[src/rtl/mem_port_arbiter_if.sv]
// Bundle of the three line-sized interfaces around the memory port arbiter:
// the I-cache miss port (i_*), the D-cache miss/writeback port (d_*) and the
// shared physical-memory port (mem_*).
//   slave  : the arbiter's view (takes cache requests, drives memory)
//   master : the surrounding system's view (caches plus memory model)
interface mem_port_arbiter_if #(
    parameter int LINE_W = 256,
    parameter int ADDR_W = 32
);
    logic              i_read;
    logic [ADDR_W-1:0] i_address;
    logic [LINE_W-1:0] i_rdata;
    logic              i_resp;

    logic              d_read;
    logic              d_write;
    logic [ADDR_W-1:0] d_address;
    logic [LINE_W-1:0] d_wdata;
    logic [LINE_W-1:0] d_rdata;
    logic              d_resp;

    logic              mem_read;
    logic              mem_write;
    logic [ADDR_W-1:0] mem_address;
    logic [LINE_W-1:0] mem_wdata;
    logic [LINE_W-1:0] mem_rdata;
    logic              mem_resp;

    modport slave (
        input  i_read, i_address,
        input  d_read, d_write, d_address, d_wdata,
        input  mem_rdata, mem_resp,
        output i_rdata, i_resp,
        output d_rdata, d_resp,
        output mem_read, mem_write, mem_address, mem_wdata
    );

    modport master (
        output i_read, i_address,
        output d_read, d_write, d_address, d_wdata,
        output mem_rdata, mem_resp,
        input  i_rdata, i_resp,
        input  d_rdata, d_resp,
        input  mem_read, mem_write, mem_address, mem_wdata
    );
endinterface

[src/rtl/mem_port_arbiter.sv]
// Merges I-cache and D-cache line requests onto one physical-memory port.
// One transaction at a time; round-robin between the caches on a tie.
// Ports:
//   clk  - single clock, rising edge
//   rst  - synchronous active-high reset
//   bus  - mem_port_arbiter_if.slave: i_* (I-cache), d_* (D-cache), mem_* (memory)
//
// state  | meaning
// -------+---------------------------------------------------------------
// IDLE   | no transaction; sample requests and grant one
// BUSY_I | I-cache read in flight on the memory port
// BUSY_D | D-cache read or writeback in flight on the memory port
// DONE   | one quiet cycle so a served cache can drop or replace its request
module mem_port_arbiter #(
    parameter int LINE_W = 256,
    parameter int ADDR_W = 32
) (
    input  logic               clk,
    input  logic               rst,
    mem_port_arbiter_if.slave  bus
);
    typedef enum logic [1:0] {
        IDLE   = 2'd0,
        BUSY_I = 2'd1,
        BUSY_D = 2'd2,
        DONE   = 2'd3
    } state_t;

    state_t            state;
    state_t            state_nxt;
    logic              last_grant_d;
    logic              op_wr;
    logic [ADDR_W-1:0] addr_q;
    logic [LINE_W-1:0] wdata_q;

    logic              i_req;
    logic              d_req;
    logic              grant_i;
    logic              grant_d;

    logic              mem_read;
    logic              mem_write;
    logic              i_resp;
    logic              d_resp;
    logic [LINE_W-1:0] i_rdata;
    logic [LINE_W-1:0] d_rdata;

    assign i_req = bus.i_read;
    assign d_req = bus.d_read | bus.d_write;

    // On a tie the port that did not win last time takes the grant.
    assign grant_d = (state == IDLE) && d_req && (!i_req || !last_grant_d);
    assign grant_i = (state == IDLE) && i_req && !grant_d;

    always_ff @(posedge clk) begin
        if (rst) begin
            state <= IDLE;
        end else begin
            state <= state_nxt;
        end
    end

    always_comb begin
        state_nxt = state;
        case (state)
            IDLE: begin
                if (grant_d) begin
                    state_nxt = BUSY_D;
                end else if (grant_i) begin
                    state_nxt = BUSY_I;
                end
            end
            BUSY_I, BUSY_D: begin
                if (bus.mem_resp) begin
                    state_nxt = DONE;
                end
            end
            DONE:    state_nxt = IDLE;
            default: state_nxt = IDLE;
        endcase
    end

    // Registered copy of the winning request; later changes by the cache
    // do not reach the memory port. d_write dominates d_read (writeback
    // goes out before the refill).
    always_ff @(posedge clk) begin
        if (rst) begin
            last_grant_d <= 1'b0;
            op_wr        <= 1'b0;
            addr_q       <= '0;
            wdata_q      <= '0;
        end else if (grant_d) begin
            last_grant_d <= 1'b1;
            op_wr        <= bus.d_write;
            addr_q       <= bus.d_address;
            wdata_q      <= bus.d_wdata;
        end else if (grant_i) begin
            last_grant_d <= 1'b0;
            op_wr        <= 1'b0;
            addr_q       <= bus.i_address;
            wdata_q      <= '0;
        end
    end

    // Memory strobes come from the registered state only; the response
    // and read data pass straight through in the mem_resp cycle.
    always_comb begin
        mem_read  = 1'b0;
        mem_write = 1'b0;
        i_resp    = 1'b0;
        d_resp    = 1'b0;
        i_rdata   = '0;
        d_rdata   = '0;
        case (state)
            BUSY_I: begin
                mem_read = 1'b1;
                if (bus.mem_resp) begin
                    i_resp  = 1'b1;
                    i_rdata = bus.mem_rdata;
                end
            end
            BUSY_D: begin
                mem_read  = !op_wr;
                mem_write = op_wr;
                if (bus.mem_resp) begin
                    d_resp  = 1'b1;
                    d_rdata = bus.mem_rdata;
                end
            end
            default: ;
        endcase
    end

    assign bus.mem_read    = mem_read;
    assign bus.mem_write   = mem_write;
    assign bus.mem_address = addr_q;
    assign bus.mem_wdata   = wdata_q;
    assign bus.i_resp      = i_resp;
    assign bus.i_rdata     = i_rdata;
    assign bus.d_resp      = d_resp;
    assign bus.d_rdata     = d_rdata;
endmodule

[src/flat_wrapper.sv]
// flat-port wrapper written by rule: the top's interface ports become plain ports
module mem_port_arbiter_flat 
#(
    parameter int LINE_W = 256,
    parameter int ADDR_W = 32
)
  (clk, rst, bus_i_read, bus_i_address, bus_d_read, bus_d_write, bus_d_address, bus_d_wdata, bus_mem_rdata, bus_mem_resp, bus_i_rdata, bus_i_resp, bus_d_rdata, bus_d_resp, bus_mem_read, bus_mem_write, bus_mem_address, bus_mem_wdata);
  mem_port_arbiter_if #(.LINE_W(LINE_W), .ADDR_W(ADDR_W)) bus_i ();
  input  logic clk;
  input  logic rst;
  input wire logic [$bits(bus_i.i_read)-1:0] bus_i_read;
  input wire logic [$bits(bus_i.i_address)-1:0] bus_i_address;
  input wire logic [$bits(bus_i.d_read)-1:0] bus_d_read;
  input wire logic [$bits(bus_i.d_write)-1:0] bus_d_write;
  input wire logic [$bits(bus_i.d_address)-1:0] bus_d_address;
  input wire logic [$bits(bus_i.d_wdata)-1:0] bus_d_wdata;
  input wire logic [$bits(bus_i.mem_rdata)-1:0] bus_mem_rdata;
  input wire logic [$bits(bus_i.mem_resp)-1:0] bus_mem_resp;
  output wire logic [$bits(bus_i.i_rdata)-1:0] bus_i_rdata;
  output wire logic [$bits(bus_i.i_resp)-1:0] bus_i_resp;
  output wire logic [$bits(bus_i.d_rdata)-1:0] bus_d_rdata;
  output wire logic [$bits(bus_i.d_resp)-1:0] bus_d_resp;
  output wire logic [$bits(bus_i.mem_read)-1:0] bus_mem_read;
  output wire logic [$bits(bus_i.mem_write)-1:0] bus_mem_write;
  output wire logic [$bits(bus_i.mem_address)-1:0] bus_mem_address;
  output wire logic [$bits(bus_i.mem_wdata)-1:0] bus_mem_wdata;
  assign bus_i.i_read = bus_i_read;
  assign bus_i.i_address = bus_i_address;
  assign bus_i.d_read = bus_d_read;
  assign bus_i.d_write = bus_d_write;
  assign bus_i.d_address = bus_d_address;
  assign bus_i.d_wdata = bus_d_wdata;
  assign bus_i.mem_rdata = bus_mem_rdata;
  assign bus_i.mem_resp = bus_mem_resp;
  assign bus_i_rdata = bus_i.i_rdata;
  assign bus_i_resp = bus_i.i_resp;
  assign bus_d_rdata = bus_i.d_rdata;
  assign bus_d_resp = bus_i.d_resp;
  assign bus_mem_read = bus_i.mem_read;
  assign bus_mem_write = bus_i.mem_write;
  assign bus_mem_address = bus_i.mem_address;
  assign bus_mem_wdata = bus_i.mem_wdata;
  mem_port_arbiter #(.LINE_W(LINE_W), .ADDR_W(ADDR_W)) u_core (.clk(clk), .rst(rst), .bus(bus_i));
endmodule
[config.mk]
export PLATFORM = sky130hd
export DESIGN_NAME = mem_port_arbiter_flat
export DESIGN_NICKNAME = d
export VERILOG_FILES = /design/src/rtl/mem_port_arbiter_if.sv /design/src/rtl/mem_port_arbiter.sv /design/src/flat_wrapper.sv
export SDC_FILE = /design/constraint.sdc
export NUM_CORES = 1
export LEC_CHECK = 0
export CORE_AREA = 2 2 538 540
export DETAILED_ROUTE_END_ITERATION = 6
export DIE_AREA = 0 0 540 542
export GPL_TIMING_DRIVEN = 0
export MAX_ROUTING_LAYER = met4
export PLACE_DENSITY = 0.3
export SYNTH_ARGS = -nofsm -noshare
export SYNTH_HDL_FRONTEND = slang
export SYNTH_SLANG_ARGS = --single-unit
[constraint.sdc]
create_clock -name clk -period 4.4 [get_ports clk]
set_clock_uncertainty 0.15 [all_clocks]
set_input_delay 1.1 -clock clk [delete_from_list [all_inputs] [get_ports clk]]
set_output_delay 1.1 -clock clk [all_outputs]
set_load 0.01 [all_outputs]
==> flow_metrics.tcl, run 1 <==
set metrics [dict create \
    dp_hpwl_um 196000 \
    synth-main-ff-cell "dfxtp_1" \
    crit_arrival_ns 3.07 \
    die_y_um 542 \
    relSlewSlack 0.0517 \
    numPortBuffers 1384 \
    max_freq_mhz 232 \
    initialDrtViolationCount 1385 \
    p_seq_frac 0.224 \
    hp-class "flop to flop" \
    switching_share 0.459 \
    power_density_nw_per_um2 489 \
    wire_per_inst_um 31.4 \
    syn-num-nets 2311 \
    crit_type "primary input to primary output" \
    yosys.area.top_type "dfxtp_1" \
    cts_tree "built" \
    start_kind "primary input" \
    path_max_fanout 10 \
    synth-seq-cells 292 \
    row_count 197 \
    crit_required_ns 3.15 \
    root_buffer "clkbuf_16" \
    p_leak_uw 0.0135 \
    netlist_instances 1726 \
    switching_power_uw 7780 \
    clkSinkCount 292 \
    vias_per_cell 3.08 \
    yosysMostFrequentCell "and3_1" \
    ys_top_cells_by_count "and3_1 (512), dfxtp_1 (292), nor2_1 (259)" \
    maxSlewViolCount 0 \
    maxCapViolCount 0 \
    combPwrFrac 0.571 \
    via_count 21600 \
    syn_area_per_cell_um2 8.24 \
    tightestPinTransition_ns 1.42 \
    numCtsBuffers 42 \
    cts_hold_buf 0 \
    nets 3745 \
    die-area_um2 293000 \
    gp_congestion 0.931 \
    routed_wl_um 220000 \
    worst_slack_ns 0.0805 \
    whs_ns 0.337 \
    syn_area_um2 14200 \
    pwr-share-clk 0.204 \
    grt_overflow_total 0 \
    peakVddDrop_mv 0.252 \
    synth_top_area_frac 0.411 \
    critPathCaptureType "primary output" \
    synth_edf_count 0 \
    drc 0 \
    rsz0062_at_grt "false" \
    clk-insertion-delay-late_ns 0.60 \
    hold_viol_final 0 \
    coreArea_um2 287000 \
    grt_pass1_wl_um 269000 \
    start_util 0.0495 \
    area_delta_synth_final_pct 144 \
    cts_max_level 2 \
    p_int_uw 9150 \
    yosysWarnings 0 \
    post-place-ws_ns -1.57 \
    async_flop_share 0 \
    n_fill_cell 33200 \
    grt_max_degree 13 \
    dpl_cell_area_um2 32900 \
    fin_crit_ns 4.32 \
    post-route-period-util 0.982 \
    synth_cell_type_count 29 \
    detail-route-antenna-nets 0 \
    drt-pass1-iter-count 5 \
    clkTransAtPathRegs_ns 0.04 \
    gr-usage-all-layers 0.147 \
    setup_viol 0 \
    drive_above_1_share 0.0794 \
    ys_seq_area_frac 0.411 \
    final_area_um2 34600 \
    io_pins 1386 \
    antenna_found_initial 99 \
    grt_pass1_vias 22000 \
    setup-tns-final_ns 0 \
    synth_area_leaders "dfxtp_1 (41%), and3_1 (23%), a32oi_1 (16%)" \
    status "completed" \
    cts_max_path_buffers 3 \
    fp.dieW_um 540 \
]
-- cells by family after synthesis --
logic type / Yosys count / share of synthesized area
simple gates: 779 / 0.297
compound gates: 397 / 0.213
flops: 292 / 0.411
buf+inv: 254 / 0.0754
fa+ha+maj: 3 / 0.00264
mux: 1 / 0.000792
-- placed cells by master, fill, tap and decap left out, types with 32 or more instances in the layout --
cell type        netlist  routed
clkdlybuf4s50_1        0    1338
and3_1               512     494
dfxtp_1              292     292
nor2_1               259     259
a32oi_1              256     256
clkbuf_1             159      95
buf_2                 86      87
o21ai_0               64      64
clkbuf_2               0      43
clkbuf_16              0      42
a21oi_1               33      33
a31oi_1               32      32
-- flip-flops by register name, indices dropped and copies added, names as in the netlist --
register and count:
u_core.bus.mem_address 32, u_core.bus.mem_wdata 256, u_core.last_grant_d 1, u_core.op_wr 1, u_core.state 2
-- power groups by stage --
| stage | Combinational, uW | Clock, uW | Sequential (uW) |
|---|---|---|---|
| finish | 9670 | 3450 | 3800 |
| global route | 10300 | 3680 | 3880 |
| CTS | 9850 | 3630 | 3840 |
| detailed placement | 9710 | 0 | 3870 |
| global placement | 9730 | 0 | 3870 |
| floorplan | 3420 | 0 | 3950 |
-- critical path, cell delays in order --
cell and delay (ns):
buf_2 0.20, clkbuf_2 0.18, buf_12 0.18, clkbuf_4 0.37
and3_1 0.21, clkdlybuf4s50_1 0.70
-- final cells by class --
| type | instances | area [um^2] | area share |
|---|---|---|---|
| antenna | 27 | 67.6 | 0.00195 |
| buffer | 251 | 1330 | 0.0384 |
| clock buffer | 60 | 1190 | 0.0343 |
| clock inverter | 12 | 141 | 0.00408 |
| inverter | 3 | 11.3 | 0.000325 |
| multi-input combinational | 1180 | 7360 | 0.212 |
| sequential | 292 | 5850 | 0.169 |
| tap | 3781 | 4730 | 0.137 |
| timing repair buffer | 1390 | 14000 | 0.403 |
-- through the flow --
| stage | std cells | util | power [uW] |
|---|---|---|---|
| after global routing | 6974 | 0.121 | 17900 |
| after CTS | 6969 | 0.120 | 17300 |
| after global placement | 6891 | 0.114 | 13600 |
| after detailed placement | 6894 | 0.115 | 13600 |
| final | 6996 | 0.121 | 16900 |
| after floorplan | 1726 | - | 7360 |
-- layer usage --
layer / track usage / wire [um] / vias up
li1: - / - / 9400
met1: 0.158 / 83400 / 10600
met2: 0.259 / 110000 / 1344
met3: 0.0488 / 19400 / 273
met4: 0.0368 / 6760 / 0
met5: - / 0 / -
-- repair_timing --
item	in CTS	in global routing
buffers inserted	3	0
gates resized for setup	159	49
endpoints found under the setup margin	516	75
-- worst paths after layout --
path	from	to	slack, ns	cells past startpoint
worst max-delay path	bus_mem_resp	bus_i_rdata[8]	0.08	6
worst min-delay path	u_core.bus.mem_wdata[218]$_SDFFE_PP0P_	u_core.bus.mem_wdata[218]$_SDFFE_PP0P_	0.34	2
worst max register to register	u_core.state[1]$_SDFFE_PP0P_	u_core.bus.mem_wdata[79]$_SDFFE_PP0P_	1.19	7
worst min register to register	u_core.bus.mem_wdata[218]$_SDFFE_PP0P_	u_core.bus.mem_wdata[218]$_SDFFE_PP0P_	0.34	2
Power figures use the tool's default switching activity.
==> inputs of run 2 (changes only) <==
CAP_MARGIN = 20   (was not set)
==> flow_metrics.tcl, run 2 (synthesized netlist as in run 1, its figures left out) <==
set metrics [dict create \
    status "completed" \
    clkSinkCount 292 \
    grt_pass1_vias 22000 \
    routed_wl_um 219000 \
    crit_required_ns 3.15 \
    drt-pass1-iter-count 7 \
    via_count 21600 \
    initialDrtViolationCount 1236 \
    maxCapViolCount 0 \
    nets 3747 \
    relSlewSlack 0.435 \
    p_int_uw 9160 \
    fp.dieW_um 540 \
    io_pins 1386 \
    post-place-ws_ns -1.57 \
    postCtsSetupBuffers 0 \
    post-route-period-util 0.973 \
    numPortBuffers 1384 \
    fin_crit_ns 4.28 \
    die_y_um 542 \
    max_freq_mhz 234 \
    p_leak_uw 0.0134 \
    largest_reg_flops 256 \
    power_density_nw_per_um2 488 \
    critPathCaptureType "primary output" \
    switching_power_uw 7750 \
    worst_slack_ns 0.119 \
    die-area_um2 293000 \
    clkTransAtPathRegs_ns 0.06 \
    root_buffer "clkbuf_16" \
    combPwrFrac 0.575 \
    coreArea_um2 287000 \
    antenna_found_initial 105 \
    rsz0062_at_grt "true" \
    gr-usage-all-layers 0.147 \
    row_count 197 \
    wire_per_inst_um 31.3 \
    pwr-share-clk 0.200 \
    grt_pass1_wl_um 268000 \
    p_seq_frac 0.224 \
    crit_type "primary input to primary output" \
    drc 0 \
    tightestPinTransition_ns 0.847 \
    vias_per_cell 3.08 \
    layout_common_cells "clkdlybuf4s50_1 (1,340), and3_1 (496), dfxtp_1 (292), nor2_1 (259), a32oi_1 (256)" \
    crit_arrival_ns 3.03 \
    maxSlewViolCount 0 \
    detail-route-antenna-nets 0 \
    cts_max_level 2 \
    whs_ns 0.343 \
    start_util 0.0495 \
    grt_overflow_total 0 \
    cts_max_path_buffers 3 \
    start_kind "primary input" \
    peakVddDrop_mv 0.266 \
    setup_viol 0 \
    dp_hpwl_um 197000 \
    hold_viol_final 0 \
    cts_tree "built" \
    cts_hold_buf 0 \
    grt_max_degree 12 \
    gp_congestion 0.931 \
    final_common_cell "clkdlybuf4s50_1" \
    hp-class "flop to flop" \
    drive_above_1_share 0.0815 \
    switching_share 0.458 \
    path_max_fanout 10 \
    area_delta_synth_final_pct 144 \
    clk-insertion-delay-late_ns 0.59 \
    numCtsBuffers 41 \
]
-- run 2: cell count changes in the layout (fill, tap and decap cells not counted), sizes merged, moves of 2 or more --
cell,change
dlymetal6s2s,-5
dlygate4sd2,+2
clkdlybuf4s50,+2
buf,+2
clkinv,+2
-- run 2: final cells by class --
cell class	count	area, um^2
multi-input combinational	1180	7340
buffer	251	1320
clock inverter	13	134
inverter	3	11.3
sequential	292	5850
clock buffer	58	1170
fill	33200	252000
timing repair buffer	1393	14000
tap	3781	4730
antenna	27	67.6
-- run 2: power groups by stage --
stage	Clock [uW]	Combinational, uW	Sequential (uW)
final	3380	9730	3800
after global placement	0	9730	3870
after detailed placement	0	9800	3870
after global routing	3610	10400	3880
after floorplan	0	3420	3950
after CTS	3560	9910	3840
-- run 2: metrics by stage --
step	utilization	cells	instance area [um^2]	total power, uW	setup TNS (ns)
after global routing	0.121	6982	34600	17900	-0.00455
after floorplan	-	1726	14200	7360	0
final	0.121	6998	34700	16900	0
after global placement	0.114	6891	32800	13600	-895.26
after CTS	0.120	6971	34500	17300	-0.0176
after detailed placement	0.115	6900	33000	13700	-375.11
-- run 2: routing by layer --
layer  track usage  share of wire
met4        0.0393          0.031
met2         0.258           0.50
met1         0.156           0.38
met3        0.0489          0.086
met5             -              0
-- run 2: final timing paths --
check,from,to,slack [ns],cells past startpoint
worst max-delay path,bus_mem_resp,bus_d_rdata[115],0.12,7
worst min-delay path,u_core.bus.mem_wdata[100]$_SDFFE_PP0P_,u_core.bus.mem_wdata[100]$_SDFFE_PP0P_,0.34,2
worst max register to register,u_core.state[0]$_SDFFE_PP0P_,u_core.bus.mem_wdata[111]$_SDFFE_PP0P_,1.63,8
worst min register to register,u_core.bus.mem_wdata[100]$_SDFFE_PP0P_,u_core.bus.mem_wdata[100]$_SDFFE_PP0P_,0.34,2
-- run 2: timing repair --
action,4_1_cts,5_1_grt
resized for setup,157,54
setup endpoints to repair,516,98
hold endpoints to repair,0,0
-- run 2: critical path, cell delays in order --
cell and delay, ns:
buf_2 0.21, clkbuf_2 0.18, buf_12 0.18, buf_8 0.21
clkbuf_8 0.22, and3_1 0.27, clkdlybuf4s50_1 0.58
==> inputs of run 3 (changes only) <==
ABC_CLOCK_PERIOD_IN_PS = 4400   (was not set)
CELL_PAD_IN_SITES_DETAIL_PLACEMENT = 0   (was not set)
CELL_PAD_IN_SITES_GLOBAL_PLACEMENT = 1   (was not set)
CORE_AREA = 2 2 532 534   (was 2 2 538 540)
DIE_AREA = 0 0 534 536   (was 0 0 540 542)
PLACE_DENSITY = 0.31   (was 0.3)
SETUP_SLACK_MARGIN = 0.2   (was not set)
==> flow_metrics.tcl, run 3 (synthesized netlist as in run 1, its figures left out) <==
set metrics [dict create \
    utilization 0.124 \
    status "completed" \
    cts_max_path_buffers 3 \
    numCtsBuffers 46 \
    tightestPinTransition_ns 1.03 \
    peakVddDrop_mv 0.217 \
    crit_type "primary input to primary output" \
    die_y_um 536 \
    top_layer_used "met4" \
    via_count 21300 \
    relSlewSlack 0.314 \
    start_util 0.0506 \
    fin_crit_ns 4.14 \
    drive_above_1_share 0.0911 \
    final_common_cell "clkdlybuf4s50_1" \
    grt_overflow_total 0 \
    clkSinkCount 292 \
    p_seq_frac 0.214 \
    grt_pass1_vias 21600 \
    gr-usage-all-layers 0.146 \
    setup_viol 0 \
    worst_slack_ns 0.257 \
    rsz0062_at_grt "true" \
    combPwrFrac 0.558 \
    met3_length_um 20700 \
    routed_wl_um 214000 \
    path_max_fanout 10 \
    antenna_found_initial 153 \
    initialDrtViolationCount 1142 \
    numPortBuffers 1384 \
    critPathCaptureType "primary output" \
    maxCapViolCount 0 \
    clkTransAtPathRegs_ns 0.06 \
    dp_hpwl_um 188000 \
    start_kind "primary input" \
    clk-insertion-delay-late_ns 0.64 \
    io_pins 1386 \
    cts_max_level 2 \
    crit_arrival_ns 2.89 \
    met2_wirelength_um 112000 \
    switching_share 0.446 \
    post-route-period-util 0.942 \
    root_buffer "clkbuf_16" \
    p_int_uw 9690 \
    detail-route-antenna-nets 0 \
    drt-pass1-iter-count 5 \
    largest_reg_flops 256 \
    nets 3757 \
    p_leak_uw 0.0139 \
    pwr-share-clk 0.228 \
    grt_pass1_wl_um 262000 \
    hold_viol_final 0 \
    cts_tree "built" \
    crit_required_ns 3.15 \
    vias_per_cell 3.05 \
    grt_max_degree 13 \
    gp_congestion 0.910 \
    coreArea_um2 281000 \
    wl_met1_um 76000 \
    max_freq_mhz 241 \
    row_count 195 \
    layout_common_cells "clkdlybuf4s50_1 (1,313), and3_1 (501), dfxtp_1 (291), nor2_1 (259), a32oi_1 (256)" \
    fp.dieW_um 534 \
    power_density_nw_per_um2 501 \
    post-place-ws_ns -1.91 \
    switching_power_uw 7810 \
    maxSlewViolCount 0 \
    hp-class "flop to flop" \
    wire_per_inst_um 30.5 \
    drc 0 \
    area_delta_synth_final_pct 146 \
    die-area_um2 286000 \
]
[run 3: cell count changes in the layout (fill, tap and decap cells not counted), moves of 10 or more]
cell,delta
dlygate4sd2_1,+19
clkbuf_2,+14
clkdlybuf4s50_1,-27
clkbuf_16,+10
clkbuf_1,-19
buf_2,+10
diode_2,+23
[run 3: what timing repair did]
action / 4_1_cts / 5_1_grt
pin swaps: 0 / 0
endpoints found under the setup margin: 516 / 132
gates resized for setup: 187 / 54
setup buffers: 9 / 0
gates cloned: 1 / 0
hold endpoints to repair: 0 / 0
hold buffers: 0 / 0
[run 3: path summary, 6_finish.rpt]
path / startpoint / end / slack, ns / depth (start not counted)
setup reg to reg: u_core.state[0]$_SDFFE_PP0P_ / u_core.bus.mem_wdata[184]$_SDFFE_PP0P_ / 1.53 / 8
setup / recovery: bus_mem_resp / bus_d_rdata[35] / 0.26 / 6
hold reg to reg: u_core.bus.mem_wdata[18]$_SDFFE_PP0P_ / u_core.bus.mem_wdata[18]$_SDFFE_PP0P_ / 0.34 / 2
hold / removal: u_core.bus.mem_wdata[18]$_SDFFE_PP0P_ / u_core.bus.mem_wdata[18]$_SDFFE_PP0P_ / 0.34 / 2
[run 3: through the flow]
stage	area, um^2	std cells	hold WS (ns)	total power (uW)	setup TNS, ns
2_1_floorplan	14200	1726	0.330	7360	0
6_report	35000	6997	0.338	17500	0
4_1_cts	34800	6947	0.341	18000	0
3_3_place_gp	32800	6853	0.315	13600	-770.53
3_5_place_dp	32800	6857	0.324	13600	-474.45
5_1_grt	34900	6980	0.358	18600	0
[run 3: per-layer routing]
layer / up-vias / track usage
met2: 1263 / 0.269
li1: 9470 / -
met4: 0 / 0.0264
met3: 313 / 0.0564
met1: 10300 / 0.146
met5: - / -
[run 3: final cells by class]
class                      instances  area, um^2
buffer                           251        1330
clock buffer                      63        1360
sequential                       292        5850
inverter                           3        11.3
fill                           32200      246000
antenna                           50         125
tap                             3743        4680
multi-input combinational       1180        7330
clock inverter                    17         226
timing repair buffer            1398       14100
[run 3: worst max-delay path: stages]
cell and delay, ns:
buf_4 0.18, clkbuf_16 0.21, buf_8 0.19, clkbuf_1 0.29, and3_1 0.30, clkdlybuf4s50_1 0.59
[run 3: power by group through the flow]
stage,Combinational (uW),Sequential [uW],Clock [uW]
2_1_floorplan,3420,3950,0
6_report,9760,3740,3990
3_3_place_gp,9860,3790,0
4_1_cts,10100,3760,4220
5_1_grt,10500,3820,4250
3_5_place_dp,9820,3790,0
==> patch (config.mk and constraints of run 3) <==
Reset style: asynchronous (`rst`), changed in 2 clocked blocks. Comments in the files are not updated.
--- a/src/rtl/mem_port_arbiter.sv
+++ b/src/rtl/mem_port_arbiter.sv
@@ -52,7 +52,7 @@
     assign grant_d = (state == IDLE) && d_req && (!i_req || !last_grant_d);
     assign grant_i = (state == IDLE) && i_req && !grant_d;
 
-    always_ff @(posedge clk) begin
+    always_ff @(posedge clk or posedge rst) begin
         if (rst) begin
             state <= IDLE;
         end else begin
@@ -83,7 +83,7 @@
     // Registered copy of the winning request; later changes by the cache
     // do not reach the memory port. d_write dominates d_read (writeback
     // goes out before the refill).
-    always_ff @(posedge clk) begin
+    always_ff @(posedge clk or posedge rst) begin
         if (rst) begin
             last_grant_d <= 1'b0;
             op_wr        <= 1'b0;
Check against the original RTL: not settled (the Yosys comparison gave no result); the edit may change what the design does.
==> patch against run 3 <==
- register-to-register slack got worse by 0.14 ns
- final area grew 0.23%
- critical path depth shrank 1
- area after synthesis grew 1.8%
- routed wire length decreased by 2.4%
- sequential cell count unchanged
- worst setup slack gained 0.0085 ns
- sequential power grew 30%
- sequential share of layout area grew 4.1 points
- worst hold slack got worse by 0.0056 ns
- clock power decreased by 18%
- total power is 13% higher
- largest cell class unchanged
==> patch: results (changes against run 3) <==
Place
The HPWL reported at the end of detailed placement is 186 mm (-0.92%). The area after detailed placement is 0.0333 sq mm (+1.5%). The final estimated routing congestion in global placement came to 0.941 (+3.5%).

Synthesis
The portion of the post-synthesis area used by sequential elements is 0.505 (+0.0936). Ranked by instance count, the synthesized netlist is headed by sky130_fd_sc_hd__and3_1, sky130_fd_sc_hd__dfrtp_1, sky130_fd_sc_hd__a22o_1. The net count after synthesis is 1954 (-15%). By area the synthesized netlist is led by sky130_fd_sc_hd__dfrtp_1, sky130_fd_sc_hd__and3_1, sky130_fd_sc_hd__a22o_1.

The fraction of registers with async set or reset after synthesis came to 1.00 (+1.00). The count of cell types in the netlist is 26 (-10%).

Global route
The via count of the first global-routing pass is 20000 (-7.4%). The global-route total usage across every layer is 0.143 (-0.00274). The number of antenna violations at the first check in global routing is 101 (-34%). The wire length of the first global-routing pass is 256 mm (-2.5%). The pin count of the biggest net entering global routing is 37 (+24).

Routing
The routed via count came to 18800 (-12%). The final wirelength is 209 mm (-2.4%). The violation count after the first detailed-routing iteration was 998 (-13%).

CTS
The later-pin clock latency in the skew report is 0.58 ns (-0.06 ns). The number of buffers added by the clock tree synthesis step is 39 (-15%).

Final layout
The fraction of layout instances using a drive strength above 1 is 0.0904 (-0.000773). The post-layout net count came to 3396 (-9.6%). The final-layout fill cell count came to 32000 (-0.63%).

Pwr
The highest ir drop seen on vdd is 291 uV (+34%). The leakage dissipation is 15.1 nW (+9.2%).

Status
The flow ran to the end, and the final reports show no timing, DRC or antenna violations.

Worst setup path
The worst path arrival time was 2.88 ns (about the same). The longest individual stage delay on the worst path came to 0.62 ns (+0.03 ns).

STA
The actual slew at the worst max-slew pin is 1.02 ns (-0.0100 ns).
## patch: cell types whose count changed after synthesis, sizes merged, moves of 33 or more
cell and change:
a32oi -256, mux2i +33, dfrtp +292, clkbuf -41, a22o +256, dfxtp -292, nor2 -256
## patch: final timing paths
check / start / end / slack, ns / depth (start not counted)
min in group asynchronous: rst / u_core.bus.mem_wdata[103] / 0.72 / 2
min reg2reg: u_core.bus.mem_address[15] / u_core.bus.mem_address[15] / 0.33 / 2
min: u_core.bus.mem_address[15] / u_core.bus.mem_address[15] / 0.33 / 2
max in group asynchronous: rst / u_core.bus.mem_wdata[208] / 1.60 / 8
max reg2reg: u_core.state[0] / u_core.bus.mem_wdata[148] / 1.39 / 7
max: bus_mem_resp / bus_i_rdata[78] / 0.27 / 5
## patch: worst register-to-register path: cells and delay by family, from the launching register on
kind                       cells  cell delay, ns
buffers and inverters          4            1.13
and+or+nand+nor                1            0.75
DFF                            1            0.42
adders and majority gates      1            0.32
AOI/OAI and AO/OA              1            0.18
## patch: through the flow
stage	std cells	hold WS [ns]	worst slack [ns]
2_1_floorplan	1368	0.348	-0.725
3_3_place_gp	6495	0.316	-4.29
3_5_place_dp	6511	0.322	-1.31
4_1_cts	6575	0.335	0.117
5_1_grt	6610	0.357	0.105
6_report	6627	0.332	0.266
## patch: what timing repair did
action / CTS / global route
buffers inserted: 0 / 1
pin swaps: 0 / 0
endpoints found under the setup margin: 510 / 133
gates resized for setup: 224 / 55
## patch: layer usage
| metal | share of wire | up-vias | GRT usage |
|---|---|---|---|
| met5 | 0 | - | - |
| met4 | 0.023 | 0 | 0.0286 |
| met3 | 0.083 | 213 | 0.0468 |
| met2 | 0.53 | 1098 | 0.263 |
| met1 | 0.37 | 9447 | 0.148 |
| li1 | - | 8086 | - |
## patch: cell type report
type | instances | area [sq um] | share of cell area
diodes | 51 | 128 | 0.00364
plain buffers | 180 | 1150 | 0.0329
inverters | 5 | 22.5 | 0.000643
repair buffers | 1401 | 14100 | 0.404
multi-input cells | 891 | 6360 | 0.181
flip-flops and latches | 292 | 7310 | 0.209
clock inverters | 9 | 90.1 | 0.00257
well taps | 3743 | 4680 | 0.134
clock buffers | 55 | 1160 | 0.0330
## patch: kinds of logic after synthesis
family | synth area share
flip-flops | 0.505
multiplexers | 0.0236
buffers and inverters | 0.0609
AND/OR/NAND/NOR | 0.234
adder cells (fa/ha/maj) | 0.00346
AO/OA/AOI/OAI | 0.173
## patch: report_power, final
group	switching [mW]	total (mW)	leakage, nW	internal (mW)
Clock	1.44	3.27	0.611	1.83
Combinational	6.32	11.6	10.8	5.27
Sequential	1.02	4.85	3.72	3.84
Total	8.78	19.7	15.1	10.9
